<file path="config.mk">
export PLATFORM = sky130hd
export DESIGN_NAME = ps2_keyboard_fifo
export DESIGN_NICKNAME = d
export VERILOG_FILES = /design/src/rtl/ps2_keyboard_fifo.sv
export SDC_FILE = /design/constraint.sdc
export NUM_CORES = 1
export LEC_CHECK = 0
export CAP_MARGIN = 40
export CELL_PAD_IN_SITES_DETAIL_PLACEMENT = 1
export CELL_PAD_IN_SITES_GLOBAL_PLACEMENT = 1
export CORE_UTILIZATION = 51
export DETAILED_ROUTE_END_ITERATION = 16
export PLACE_DENSITY_LB_ADDON = 0.1
export SLEW_MARGIN = 0
export SYNTH_ARGS = -nofsm -noshare
export SYNTH_HDL_FRONTEND = slang
export SYNTH_SLANG_ARGS = --single-unit
</file>
<file path="constraint.sdc">
create_clock -name clk -period 2.9 [get_ports clk]
set_clock_uncertainty 0.15 [all_clocks]
set_input_delay 0.29 -clock clk [delete_from_list [all_inputs] [get_ports clk]]
set_output_delay 0.29 -clock clk [all_outputs]
set_load 0.005 [all_outputs]
</file>
<file path="src/rtl/ps2_keyboard_fifo.sv">
// PS/2 keyboard receiver: synchronises the bus, checks 11-bit frames, folds E0/F0
// prefixes into key events and queues them in a first-word-fall-through FIFO.
module ps2_keyboard_fifo #(
  parameter int FIFO_DEPTH     = 8,
  parameter int SYNC_STAGES    = 3,
  parameter int TIMEOUT_CYCLES = 50000,
  parameter int CNT_W          = $clog2(FIFO_DEPTH + 1)
) (
  input  logic             clk,
  input  logic             reset,
  input  logic             ps2_clk,
  input  logic             ps2_data,
  output logic             out_valid,
  input  logic             out_ready,
  output logic [7:0]       out_code,
  output logic             out_ext,
  output logic             out_brk,
  output logic [CNT_W-1:0] level,
  output logic             overflow,
  output logic             parity_err,
  output logic             frame_err,
  input  logic             clear
);

  localparam int AW = (FIFO_DEPTH > 1) ? $clog2(FIFO_DEPTH) : 1;
  localparam int TW = $clog2(TIMEOUT_CYCLES + 1);
  localparam logic [TW-1:0]    TMO_LAST = TW'(TIMEOUT_CYCLES - 1);
  localparam logic [CNT_W-1:0] FULL_LVL = CNT_W'(FIFO_DEPTH);

  typedef enum logic [1:0] {S_IDLE, S_EXT, S_BRK, S_EXT_BRK} state_t;

  logic [SYNC_STAGES-1:0] ck_sync_q;
  logic [1:0]             dt_sync_q;
  logic                   fall;
  logic                   bit_in;

  always_ff @(posedge clk or negedge reset) begin
    if (!reset) begin
      ck_sync_q <= '1;
      dt_sync_q <= '1;
    end else begin
      ck_sync_q <= {ck_sync_q[SYNC_STAGES-2:0], ps2_clk};
      dt_sync_q <= {dt_sync_q[0], ps2_data};
    end
  end

  assign fall   = ck_sync_q[SYNC_STAGES-1] & ~ck_sync_q[SYNC_STAGES-2];
  assign bit_in = dt_sync_q[1];

  // Bits shift in from the top: after ten edges shift_q holds {parity, data, start}
  logic [3:0]    bit_cnt_q;
  logic [9:0]    shift_q;
  logic [TW-1:0] tmo_q;
  logic          byte_ok_q;
  logic [7:0]    byte_q;
  logic          parity_err_q;
  logic          frame_err_q;
  logic          frame_good;

  assign frame_good = ~shift_q[0] & (^shift_q[9:1]) & bit_in;

  always_ff @(posedge clk or negedge reset) begin
    if (!reset) begin
      bit_cnt_q    <= '0;
      shift_q      <= '0;
      tmo_q        <= '0;
      byte_ok_q    <= 1'b0;
      byte_q       <= '0;
      parity_err_q <= 1'b0;
      frame_err_q  <= 1'b0;
    end else begin
      byte_ok_q    <= 1'b0;
      parity_err_q <= 1'b0;
      frame_err_q  <= 1'b0;
      if (fall) begin
        tmo_q <= '0;
        if (bit_cnt_q == 4'd10) begin
          bit_cnt_q <= '0;
          byte_q    <= shift_q[8:1];
          if (frame_good) byte_ok_q    <= 1'b1;
          else            parity_err_q <= 1'b1;
        end else begin
          shift_q   <= {bit_in, shift_q[9:1]};
          bit_cnt_q <= bit_cnt_q + 4'd1;
        end
      end else if (bit_cnt_q != 4'd0) begin
        if (tmo_q == TMO_LAST) begin
          bit_cnt_q   <= '0;
          tmo_q       <= '0;
          frame_err_q <= 1'b1;
        end else begin
          tmo_q <= tmo_q + TW'(1);
        end
      end else begin
        tmo_q <= '0;
      end
    end
  end

  state_t     state_q;
  logic       push_q;
  logic [9:0] push_data_q;
  logic       is_e0;
  logic       is_f0;

  assign is_e0 = (byte_q == 8'hE0);
  assign is_f0 = (byte_q == 8'hF0);

  always_ff @(posedge clk or negedge reset) begin
    if (!reset) begin
      state_q     <= S_IDLE;
      push_q      <= 1'b0;
      push_data_q <= '0;
    end else begin
      push_q <= 1'b0;
      if (clear) begin
        state_q <= S_IDLE;
      end else if (byte_ok_q) begin
        case (state_q)
          S_IDLE: begin
            if (is_e0)      state_q <= S_EXT;
            else if (is_f0) state_q <= S_BRK;
            else begin
              push_q      <= 1'b1;
              push_data_q <= {2'b00, byte_q};
            end
          end
          S_EXT: begin
            if (is_f0)      state_q <= S_EXT_BRK;
            else if (!is_e0) begin
              push_q      <= 1'b1;
              push_data_q <= {2'b10, byte_q};
              state_q     <= S_IDLE;
            end
          end
          S_BRK: begin
            if (is_e0)      state_q <= S_EXT_BRK;
            else if (!is_f0) begin
              push_q      <= 1'b1;
              push_data_q <= {2'b01, byte_q};
              state_q     <= S_IDLE;
            end
          end
          default: begin
            if (!(is_e0 || is_f0)) begin
              push_q      <= 1'b1;
              push_data_q <= {2'b11, byte_q};
              state_q     <= S_IDLE;
            end
          end
        endcase
      end
    end
  end

  logic [9:0]       mem [FIFO_DEPTH];
  logic [AW-1:0]    wr_ptr_q;
  logic [AW-1:0]    rd_ptr_q;
  logic [CNT_W-1:0] count_q;
  logic [CNT_W-1:0] count_d;
  logic             overflow_q;
  logic             full;
  logic             pop;
  logic             wr_en;
  logic [9:0]       head;

  assign full  = (count_q == FULL_LVL);
  assign pop   = out_valid & out_ready & ~clear;
  // A pop in the same cycle frees the slot the push lands in
  assign wr_en = push_q & ~clear & (~full | pop);

  always_comb begin
    count_d = count_q;
    case ({wr_en, pop})
      2'b10:   count_d = count_q + CNT_W'(1);
      2'b01:   count_d = count_q - CNT_W'(1);
      default: count_d = count_q;
    endcase
  end

  always_ff @(posedge clk) begin
    if (wr_en) mem[wr_ptr_q] <= push_data_q;
  end

  always_ff @(posedge clk or negedge reset) begin
    if (!reset) begin
      wr_ptr_q   <= '0;
      rd_ptr_q   <= '0;
      count_q    <= '0;
      overflow_q <= 1'b0;
    end else if (clear) begin
      wr_ptr_q   <= '0;
      rd_ptr_q   <= '0;
      count_q    <= '0;
      overflow_q <= 1'b0;
    end else begin
      if (wr_en) wr_ptr_q <= wr_ptr_q + AW'(1);
      if (pop)   rd_ptr_q <= rd_ptr_q + AW'(1);
      count_q <= count_d;
      if (push_q && full && !pop) overflow_q <= 1'b1;
    end
  end

  // Head fields read as zero when empty so stale RAM contents never leak out
  assign head       = mem[rd_ptr_q];
  assign out_valid  = (count_q != '0);
  assign out_code   = out_valid ? head[7:0] : 8'h00;
  assign out_brk    = out_valid & head[8];
  assign out_ext    = out_valid & head[9];
  assign level      = count_q;
  assign overflow   = overflow_q;
  assign parity_err = parity_err_q;
  assign frame_err  = frame_err_q;

endmodule

</file>
==> results_dict.tcl <==
set metrics [dict create \
    status "finished clean" \
    grt_pass1_wl_mm 20.6 \
    clk_latency_ns 0.41 \
    clkSinkCount 150 \
    drive_above_1_share_pct 20.0 \
    portBuffers 23 \
    wl_per_cell_um 18.6 \
    crit_chain "buf_12 > mux4_2 > mux2i_1 > nor2_1 > clkdlybuf4s50_1" \
    hold_path_class "in2reg" \
    cp-start-kind "flip-flop" \
    ir_drop_v 0.000408 \
    ys.flop_type "edfxtp_1" \
    min_period_ns 2.68 \
    antenna_left 0 \
    grt-ovfl-total 0 \
    dr.pass1.iters 4 \
    cp.arrival_ns 2.24 \
    diodes 0 \
    yosysSeqAreaShare_pct 65.9 \
    path_class "reg2out" \
    grt_start_max_net_pins 33 \
    area_growth_pct 18.1 \
    netlist_instances 433 \
    synth_cell_types 53 \
    slowest_stage "mux4_2" \
    antenna_found_initial 0 \
    synthesis.nets 452 \
    drc 0 \
    core_area_mm2 0.0121 \
    post_cts_buffers 0 \
    final_nets 502 \
    setup_viol 0 \
    synth-seq-cells 150 \
    hold_violations 0 \
    fill_cells 1125 \
    synthesis.area_mm2 0.00631 \
    die_w_um 113 \
    critPathTopFamily "multiplexers" \
    drt-total-wl_mm 12.3 \
    powerDensity_mw_per_mm2 827 \
    cp_max_fo 22 \
    slew_violations 0 \
    syn_area_per_cell_um2 14.6 \
    critPathBufInv 2 \
    yosysWarnings 0 \
    drt_first_iter_violations 221 \
    clock.fmax_mhz 373 \
    viasPerCell 5.40 \
    clockRootBuffer "clkbuf_16" \
    initial_utilization_pct 52.3 \
    total_power_mw 6.16 \
    fin_cells 663 \
    grt_use_met2_pct 38.4 \
    fp.dieH_um 113 \
    required_ns 2.46 \
    place_ws_ns 0.337 \
    dp_hpwl_mm 8.51 \
    cap_violations 0 \
    timing.hold.ws_ns 0.129 \
    htreeDepth 4 \
    cpPeakStageDelay_ns 0.57 \
    clk_path_buf_depth 2 \
    rows 40 \
    grtUsageMet1_pct 25.9 \
    cts_buffers 17 \
    first_global_vias 4035 \
    slew_headroom_pct 51.0 \
    synth_enable_flop_cells 80 \
    power.static_leakage_nw 2.84 \
    fin_ws_ns 0.218 \
    postCtsResizedCells 0 \
    grt_setup_unrepaired "false" \
    finalCritPeriodShare_pct 92.5 \
    worst_pin_slew_ns 0.732 \
    tns_ns 0 \
    fp.dieArea_mm2 0.0128 \
    async_flop_share_pct 46.7 \
    routabilityCongestion 0.759 \
    dpl.cell_count 631 \
    grt_use_met3_pct 3.80 \
    cts_tree "built" \
    clk_pin_slew_ns 0.06 \
    top_usage_layer "met2" \
    io-pin-count 24 \
    grtUsageTotal_pct 21.7 \
    vias 3583 \
    cp-end-kind "primary output" \
]
==> worst paths after layout <==
path | startpoint | slack (ns) | cells after the start | end
min reg2reg | dt_sync_q[0] | 0.21 | 0 | dt_sync_q[1]
min | ps2_clk | 0.13 | 1 | ck_sync_q[0]
max in group asynchronous | reset | 1.62 | 3 | ck_sync_q[1]
min in group asynchronous | reset | 0.19 | 2 | byte_q[7]
max reg2reg | level[0] | 0.41 | 8 | level[3]
max | rd_ptr_q[0] | 0.22 | 5 | out_ext
==> layer usage <==
metal / wire length, um / part of all wire [%]
met1: 5260 / 43
met2: 6540 / 53
met3: 293 / 2.4
met4: 223 / 1.8
met5: 0 / 0
==> flip-flops by register name (all words and copies together) (netlist names), 2 cells and up <==
name         flops
mem             80
tmo_q           16
push_data_q     10
shift_q         10
byte_q           8
bit_cnt_q        4
level            4
ck_sync_q        3
rd_ptr_q         3
wr_ptr_q         3
dt_sync_q        2
state_q          2
==> layout by cell type (no fill, tap or decap), types with 2 or more instances in the layout <==
cell type and instances:
edfxtp_1 80, dfrtp_1 65, nor2_1 57, nand2_1 44
clkdlybuf4s50_1 22, mux4_2 20, mux2_2 18, buf_4 18
xnor2_1 17, clkbuf_16 17, mux2i_1 13, ha_1 12
xor2_1 11, inv_1 9, nand3_1 8, nor3_1 7
nand2b_1 6, nand4_1 5, o21ai_0 5, dfstp_2 5
clkinvlp_4 5, a21oi_1 4, nor3b_1 3, bufinv_16 3
nand3b_1 2, o211ai_1 2, clkinv_2 2, clkinv_4 2
==> power breakdown <==
part	internal (mW)	switching, mW
clock	1.34	0.834
sequential	2.38	0.211
combinational	0.767	0.629
==> worst reg2reg max path, delay by kind of cell (launching register included) <==
family	cells	cell delay (ns)
AO/OA/AOI/OAI	4	0.94
buffers and inverters	1	0.17
adder cells (fa/ha/maj)	1	0.30
flip-flops	1	0.51
AND/OR/NAND/NOR	1	0.13
XOR/XNOR	1	0.17
==> stage by stage <==
stage               util, %  area, um^2
finish                 61.8        7450
global route           61.8        7450
CTS                    61.8        7450
detailed placement     56.8        6860
global placement       56.8        6860
floorplan                 -        6310
==> Yosys cell counts, types with 2 or more instances <==
| master | number | area share, % |
|---|---|---|
| edfxtp_1 | 80 | 38 |
| dfrtp_1 | 65 | 26 |
| nor2_1 | 57 | 3.4 |
| nand2_1 | 44 | 2.6 |
| mux4_2 | 20 | 7.1 |
| mux2_2 | 18 | 3.2 |
| xnor2_1 | 17 | 2.4 |
| mux2i_1 | 13 | 2.1 |
| ha_1 | 12 | 2.4 |
| xor2_1 | 11 | 1.5 |
| inv_1 | 9 | 0.54 |
| nand3_1 | 8 | 0.63 |
| clkbuf_1 | 7 | 0.42 |
| nor3_1 | 7 | 0.56 |
| nand2b_1 | 6 | 0.59 |
| dfstp_2 | 5 | 2.1 |
| nand4_1 | 5 | 0.50 |
| o21ai_0 | 5 | 0.40 |
| a21oi_1 | 4 | 0.32 |
| buf_2 | 3 | 0.24 |
| nor3b_1 | 3 | 0.36 |
| nand3b_1 | 2 | 0.24 |
| o211ai_1 | 2 | 0.24 |
==> layout make-up <==
type                       count  area [um^2]  share of cell area (%)
clock inverter                13          159                    2.13
sequential                   150         4160                    55.8
clock buffer                  18          429                    5.76
timing repair buffer          43          390                    5.24
tap                          168          210                    2.82
inverter                       9         33.8                   0.453
multi-input combinational    262         2070                    27.8
==> kinds of logic (layout without fill, tap and decap cells) <==
logic type | Yosys count | count (layout) | share of synthesized area, %
multiplexers | 51 | 51 | 12.4
AO/OA/AOI/OAI | 26 | 26 | 3.31
flip-flops | 150 | 150 | 65.9
buffers and inverters | 21 | 83 | 1.37
adder cells (fa/ha/maj) | 13 | 13 | 2.70
XOR/XNOR | 28 | 28 | 3.89
AND/OR/NAND/NOR | 144 | 144 | 10.4
==> what timing repair did <==
action                                 CTS  global route
hold buffers                             1             0
endpoints found under the hold margin   15             0
setup endpoints to repair                0             0
(Power assumes the default switching activity.)
